--- src/rtl/pdp11_operand_writer.sv ---
// Destination write-back for the PDP-11 core: stores a word/byte to the operand named by
// mode/reg_sel, performing autoinc/autodec and the PC advance over index words.
module pdp11_operand_writer #(
   parameter int unsigned ADDR_W = 16,
   parameter int unsigned DATA_W = 16
) (
   input  logic              clk,
   input  logic              rst_n,
   input  logic              start,
   input  logic [2:0]        mode,
   input  logic [2:0]        reg_sel,
   input  logic              byte_op,
   input  logic [DATA_W-1:0] wdata,
   output logic              busy,
   output logic              done,
   output logic              err,
   output logic [2:0]        reg_rd_sel,
   input  logic [DATA_W-1:0] reg_rd_data,
   output logic              reg_wr_en,
   output logic [2:0]        reg_wr_sel,
   output logic [DATA_W-1:0] reg_wr_data,
   output logic              reg_wr_byte,
   output logic              mem_req,
   output logic              mem_we,
   output logic [ADDR_W-1:0] mem_addr,
   output logic              mem_byte,
   output logic [DATA_W-1:0] mem_wdata,
   input  logic              mem_ack,
   input  logic [DATA_W-1:0] mem_rdata
);

   typedef enum logic [2:0] {StIdle, StIdx, StAddr, StPtr, StWr, StDone} state_e;

   state_e            state_q, state_d;
   logic [2:0]        mode_q, mode_d;
   logic [2:0]        rn_q, rn_d;
   logic              byte_q, byte_d;
   logic [DATA_W-1:0] wdata_q, wdata_d;
   logic [DATA_W-1:0] x_q, x_d;
   logic [ADDR_W-1:0] addr_q, addr_d;
   logic              err_q, err_d;

   logic [DATA_W-1:0] inc;
   logic [DATA_W-1:0] tgt;
   logic              addr_wr_en;
   logic [DATA_W-1:0] addr_wr_val;
   logic              ptr_mode;

   // Index word is fetched through R7 while in StIdx; otherwise Rn is read in StAddr.
   assign reg_rd_sel = (state_q == StIdx)  ? 3'd7 :
                       (state_q == StAddr) ? rn_q : 3'd0;

   assign busy      = (state_q != StIdle);
   assign done      = (state_q == StDone);
   assign err       = (state_q == StDone) && err_q;
   assign mem_req   = ((state_q == StIdx) && !reg_rd_data[0]) ||
                      (state_q == StPtr) || (state_q == StWr);
   assign mem_we    = (state_q == StWr);
   assign mem_byte  = (state_q == StWr) && byte_q;
   assign mem_wdata = (state_q != StWr) ? '0 :
                      byte_q ? DATA_W'({2{wdata_q[7:0]}}) : wdata_q;
   assign mem_addr  = (state_q == StIdx) ? ADDR_W'(reg_rd_data) :
                      ((state_q == StPtr) || (state_q == StWr)) ? addr_q : '0;

   assign ptr_mode = (mode_q == 3'd3) || (mode_q == 3'd5) || (mode_q == 3'd7);

   // SP and PC always step by 2 so they stay word aligned.
   assign inc = (byte_q && (rn_q < 3'd6)) ? DATA_W'(1) : DATA_W'(2);

   always_comb begin
      tgt         = reg_rd_data;
      addr_wr_en  = 1'b0;
      addr_wr_val = reg_rd_data;
      unique case (mode_q)
         3'd0: begin
            addr_wr_en  = 1'b1;
            addr_wr_val = wdata_q;
         end
         3'd1: tgt = reg_rd_data;
         3'd2: begin
            addr_wr_en  = 1'b1;
            addr_wr_val = reg_rd_data + inc;
         end
         3'd3: begin
            addr_wr_en  = 1'b1;
            addr_wr_val = reg_rd_data + DATA_W'(2);
         end
         3'd4: begin
            tgt         = reg_rd_data - inc;
            addr_wr_en  = 1'b1;
            addr_wr_val = reg_rd_data - inc;
         end
         3'd5: begin
            tgt         = reg_rd_data - DATA_W'(2);
            addr_wr_en  = 1'b1;
            addr_wr_val = reg_rd_data - DATA_W'(2);
         end
         3'd6, 3'd7: tgt = reg_rd_data + x_q;
         default: tgt = reg_rd_data;
      endcase
   end

   always_comb begin
      state_d     = state_q;
      mode_d      = mode_q;
      rn_d        = rn_q;
      byte_d      = byte_q;
      wdata_d     = wdata_q;
      x_d         = x_q;
      addr_d      = addr_q;
      err_d       = err_q;
      reg_wr_en   = 1'b0;
      reg_wr_sel  = 3'd0;
      reg_wr_data = '0;
      reg_wr_byte = 1'b0;

      unique case (state_q)
         StIdle: begin
            if (start) begin
               mode_d  = mode;
               rn_d    = reg_sel;
               byte_d  = byte_op;
               wdata_d = wdata;
               err_d   = 1'b0;
               state_d = (mode[2:1] == 2'b11) ? StIdx : StAddr;
            end
         end
         StIdx: begin
            if (reg_rd_data[0]) begin
               err_d   = 1'b1;
               state_d = StDone;
            end else if (mem_ack) begin
               x_d         = mem_rdata;
               reg_wr_en   = 1'b1;
               reg_wr_sel  = 3'd7;
               reg_wr_data = reg_rd_data + DATA_W'(2);
               state_d     = StAddr;
            end
         end
         StAddr: begin
            reg_wr_en   = addr_wr_en;
            reg_wr_sel  = rn_q;
            reg_wr_data = addr_wr_val;
            reg_wr_byte = (mode_q == 3'd0) && byte_q;
            if (mode_q == 3'd0) begin
               state_d = StDone;
            end else if (tgt[0] && (ptr_mode || !byte_q)) begin
               err_d   = 1'b1;
               state_d = StDone;
            end else begin
               addr_d  = ADDR_W'(tgt);
               state_d = ptr_mode ? StPtr : StWr;
            end
         end
         StPtr: begin
            if (mem_ack) begin
               if (mem_rdata[0] && !byte_q) begin
                  err_d   = 1'b1;
                  state_d = StDone;
               end else begin
                  addr_d  = ADDR_W'(mem_rdata);
                  state_d = StWr;
               end
            end
         end
         StWr: begin
            if (mem_ack) state_d = StDone;
         end
         StDone:  state_d = StIdle;
         default: state_d = StIdle;
      endcase
   end

   always_ff @(posedge clk) begin
      if (!rst_n) begin
         state_q <= StIdle;
         mode_q  <= 3'd0;
         rn_q    <= 3'd0;
         byte_q  <= 1'b0;
         wdata_q <= '0;
         x_q     <= '0;
         addr_q  <= '0;
         err_q   <= 1'b0;
      end else begin
         state_q <= state_d;
         mode_q  <= mode_d;
         rn_q    <= rn_d;
         byte_q  <= byte_d;
         wdata_q <= wdata_d;
         x_q     <= x_d;
         addr_q  <= addr_d;
         err_q   <= err_d;
      end
   end

endmodule

--- config.mk ---
export PLATFORM = sky130hd
export DESIGN_NAME = pdp11_operand_writer
export DESIGN_NICKNAME = d
export VERILOG_FILES = /design/src/rtl/pdp11_operand_writer.sv
export SDC_FILE = /design/constraint.sdc
export NUM_CORES = 1
export LEC_CHECK = 0
export BUFFER_PORTS_ARGS = -buffer_cell sky130_fd_sc_hd__buf_4
export CAP_MARGIN = 10
export CORE_MARGIN = 4
export CORE_UTILIZATION = 45
export CTS_BUF_LIST = sky130_fd_sc_hd__clkbuf_16
export DETAILED_ROUTE_END_ITERATION = 6
export PLACE_DENSITY = 0.73
export SYNTH_ARGS = -nofsm -noshare
export SYNTH_HDL_FRONTEND = slang
export SYNTH_SLANG_ARGS = --single-unit
--- constraint.sdc ---
create_clock -name clk -period 9 [get_ports clk]
set_input_delay 0.9 -clock clk [delete_from_list [all_inputs] [get_ports clk]]
set_output_delay 0.9 -clock clk [all_outputs]
set_load 0.03 [all_outputs]
==> metrics <==
Post-synth ARST share 0%; number of vias per cell slightly above 6; Arr. time, crit path between 4000 and 5000 ps; most frequent cells in the layout 172 x nand2_1, 128 x buf_4, 67 x nor2_1, 59 x dfxtp_1, 56 x a21oi_1; Static Leak ~2.9 nW; HPWL Detailed between 15 and 20 mm; Hold Buf Count CTS 0; WL per Instance 19.6 um; vias in the first global route about 6000; CTS Buf Count 9; total core area between 10000 and 15000 um2; worst hold margin between 400 and 500 ps; All-Layer GR Usage 28.2%; #FFs+latches synth 59; total clock sinks 59; First-pass DRT Iterations 6; Post-Syn Area approximately 5900 um2; Final TNS setup 0 ps; final wirelength ~22 mm; first-pass GRT wire length ~33 mm; switching share of power 49.2%; # port buffers 120; crit path max fanout 16; WP data required roughly 8000 ps; Worst Hold Class register to register; Area Overhead vs Synth 19.5%; Mapped Avg Cell Area 6.85 um2; CTS HTree Levels 3; Worst Path Class, Setup register to output pin; Final Critical Period a little over 5000 ps; syn nets 946; Max clock buf depth 2; Seq/Total Area, Yosys approximately a fifth; distinct cell type count after synthesis 76; max-cap viol count 0; Top Ports around 120; endpoints failing setup 0; Reg power frac between 20% and 30%; switching pwr about 0.81 mW; CP Capture Type output pin; gpl congestion ~0.95; Clk pin slew, worst setup/hold paths 60 ps; RSZ-0062 raised after global routing false; Post-CTS Setup Inserts 0; Pins Over Slew Limit 0; largest net degree at the start of global routing 62; count of final hold-check violations 0; site row count 41; Post-synth EDFFs 0; Clock Skew 12.5 ps; n_diodes 0; initial drt markers about 820; worst-case headroom to the max-slew limit between 20 and 25%; clock share of power around a fifth; Syn Inst Count around 860; outcome complete, no violations; Post-DP Area 6780 um2; VDD IR max roughly 0.00020 V; final worst path period share ~57%; Comb pwr share about 56%; Power Dens Cells 233 nW/um2; CP Launch Type register; Die Area about 15000 um2; Warnings, synthesis 0; cell area after layout 7060 um2; worst slew pin tran approximately 1100 ps; internal power 0.834 mW; initial core utilization 46.4%; Clk Latency, worst-skew pair 350 ps; max frequency between 150 and 200 MHz; Die H between 100 and 150 um; # nets final ~1000; global route overflow 0; Top FF cell, synth dfxtp_1; post-route DRC violation count 0; via count just under 7000; die width between 100 and 150 um; ANT nets after route 0; clk root buf clkbuf_16; initial antenna violation count 0; commonest non-fill, non-tap cell in the layout nand2_1; post-cts sizing count 0; layout cell share with drive strength beyond 1 17.5%; CTS tree done
-- worst paths after layout --
path	start	endpoint	slack [ps]	cells after the start
worst max-delay path	byte_q$_SDFFE_PN0P_	reg_wr_data[12]	3870	13
worst min-delay path	rn_q[0]$_SDFFE_PN0P_	rn_q[0]$_SDFFE_PN0P_	470	2
worst max register to register	byte_q$_SDFFE_PN0P_	addr_q[15]$_SDFFE_PN0P_	5380	9
worst min register to register	rn_q[0]$_SDFFE_PN0P_	rn_q[0]$_SDFFE_PN0P_	470	2
-- critical path, stage by stage (launching register included) --
cell	delay [ps]
dfxtp_1	780
nand2_1	170
inv_1	250
ha_1	220
inv_1	60
fa_1	400
and3b_1	330
nand3_1	200
nor4_1	540
a22oi_1	140
a2bb2oi_1	160
o221a_2	280
o22ai_1	160
buf_4	190
-- stage by stage --
step | setup slack [ps] | std cells | total power, mW | util (%)
after floorplan | 4400 | 862 | 0.996 | -
after global placement | 4410 | 1087 | 1.28 | 53.3
after detailed placement | 4330 | 1087 | 1.29 | 53.3
after CTS | 3950 | 1103 | 1.63 | 55.5
after global routing | 3640 | 1103 | 1.73 | 55.5
final | 3870 | 1103 | 1.64 | 55.5
-- power by group through the flow --
stage	clock network, mW	registers, mW	logic [mW]
detailed placement	0	0.383	0.905
CTS	0.346	0.378	0.907
floorplan	0	0.338	0.658
finish	0.342	0.380	0.921
global placement	0	0.381	0.898
global route	0.353	0.389	0.990
-- routing by layer --
metal	vias up	routed length, um	share of wire, %	GRT usage (%)
met5	-	0	0	0
met3	56	1900	8.8	5.48
li1	3223	-	-	-
met2	376	9980	46	44.9
met1	3188	9140	42	38.2
met4	0	550	2.6	9.66
-- cell type report --
cell class,count,area (um2)
clock buffers,9,225
repair buffers,128,961
flip-flops and latches,59,1180
multi-input cells,709,4350
well taps,172,215
clock inverters,7,60.1
inverters,19,71.3
fillers,1298,5660
-- sequential cells by signal, summed over array words and instances, names as in the netlist --
register	flops
x_q	16
err_q	1
addr_q	16
byte_q	1
state_q	3
mode_q	3
rn_q	3
wdata_q	16
-- cells by family after synthesis --
logic type / synth area share [%]
buf+inv: 6.48
flops: 20.0
simple gates: 27.0
xor+xnor: 4.30
compound gates: 33.0
mux: 3.49
fa+ha+maj: 5.68
-- cells in the mapped netlist (6+ instances only) --
cell	instances	area share [%]
a211oi_1	10	1.3
a21boi_0	41	5.2
a21o_1	11	1.4
a21oi_1	56	4.7
a22o_1	11	1.6
a31oi_1	8	0.85
and2_1	6	0.64
and3_1	17	1.8
buf_1	11	0.70
buf_2	6	0.51
clkbuf_1	55	3.5
dfxtp_1	59	20
ha_1	22	4.7
inv_1	18	1.1
mux2i_1	15	2.5
nand2_1	172	11
nand3_1	21	1.8
nand4_1	6	0.64
nor2_1	67	4.3
nor2b_1	8	0.85
nor3_1	17	1.4
nor4_1	6	0.64
o211ai_1	11	1.4
o21a_1	6	0.76
o21ai_0	55	4.7
o221ai_1	6	0.89
o22ai_1	15	1.6
xnor2_1	15	2.2
xor2_1	14	2.1
(Power assumes the default switching activity.)
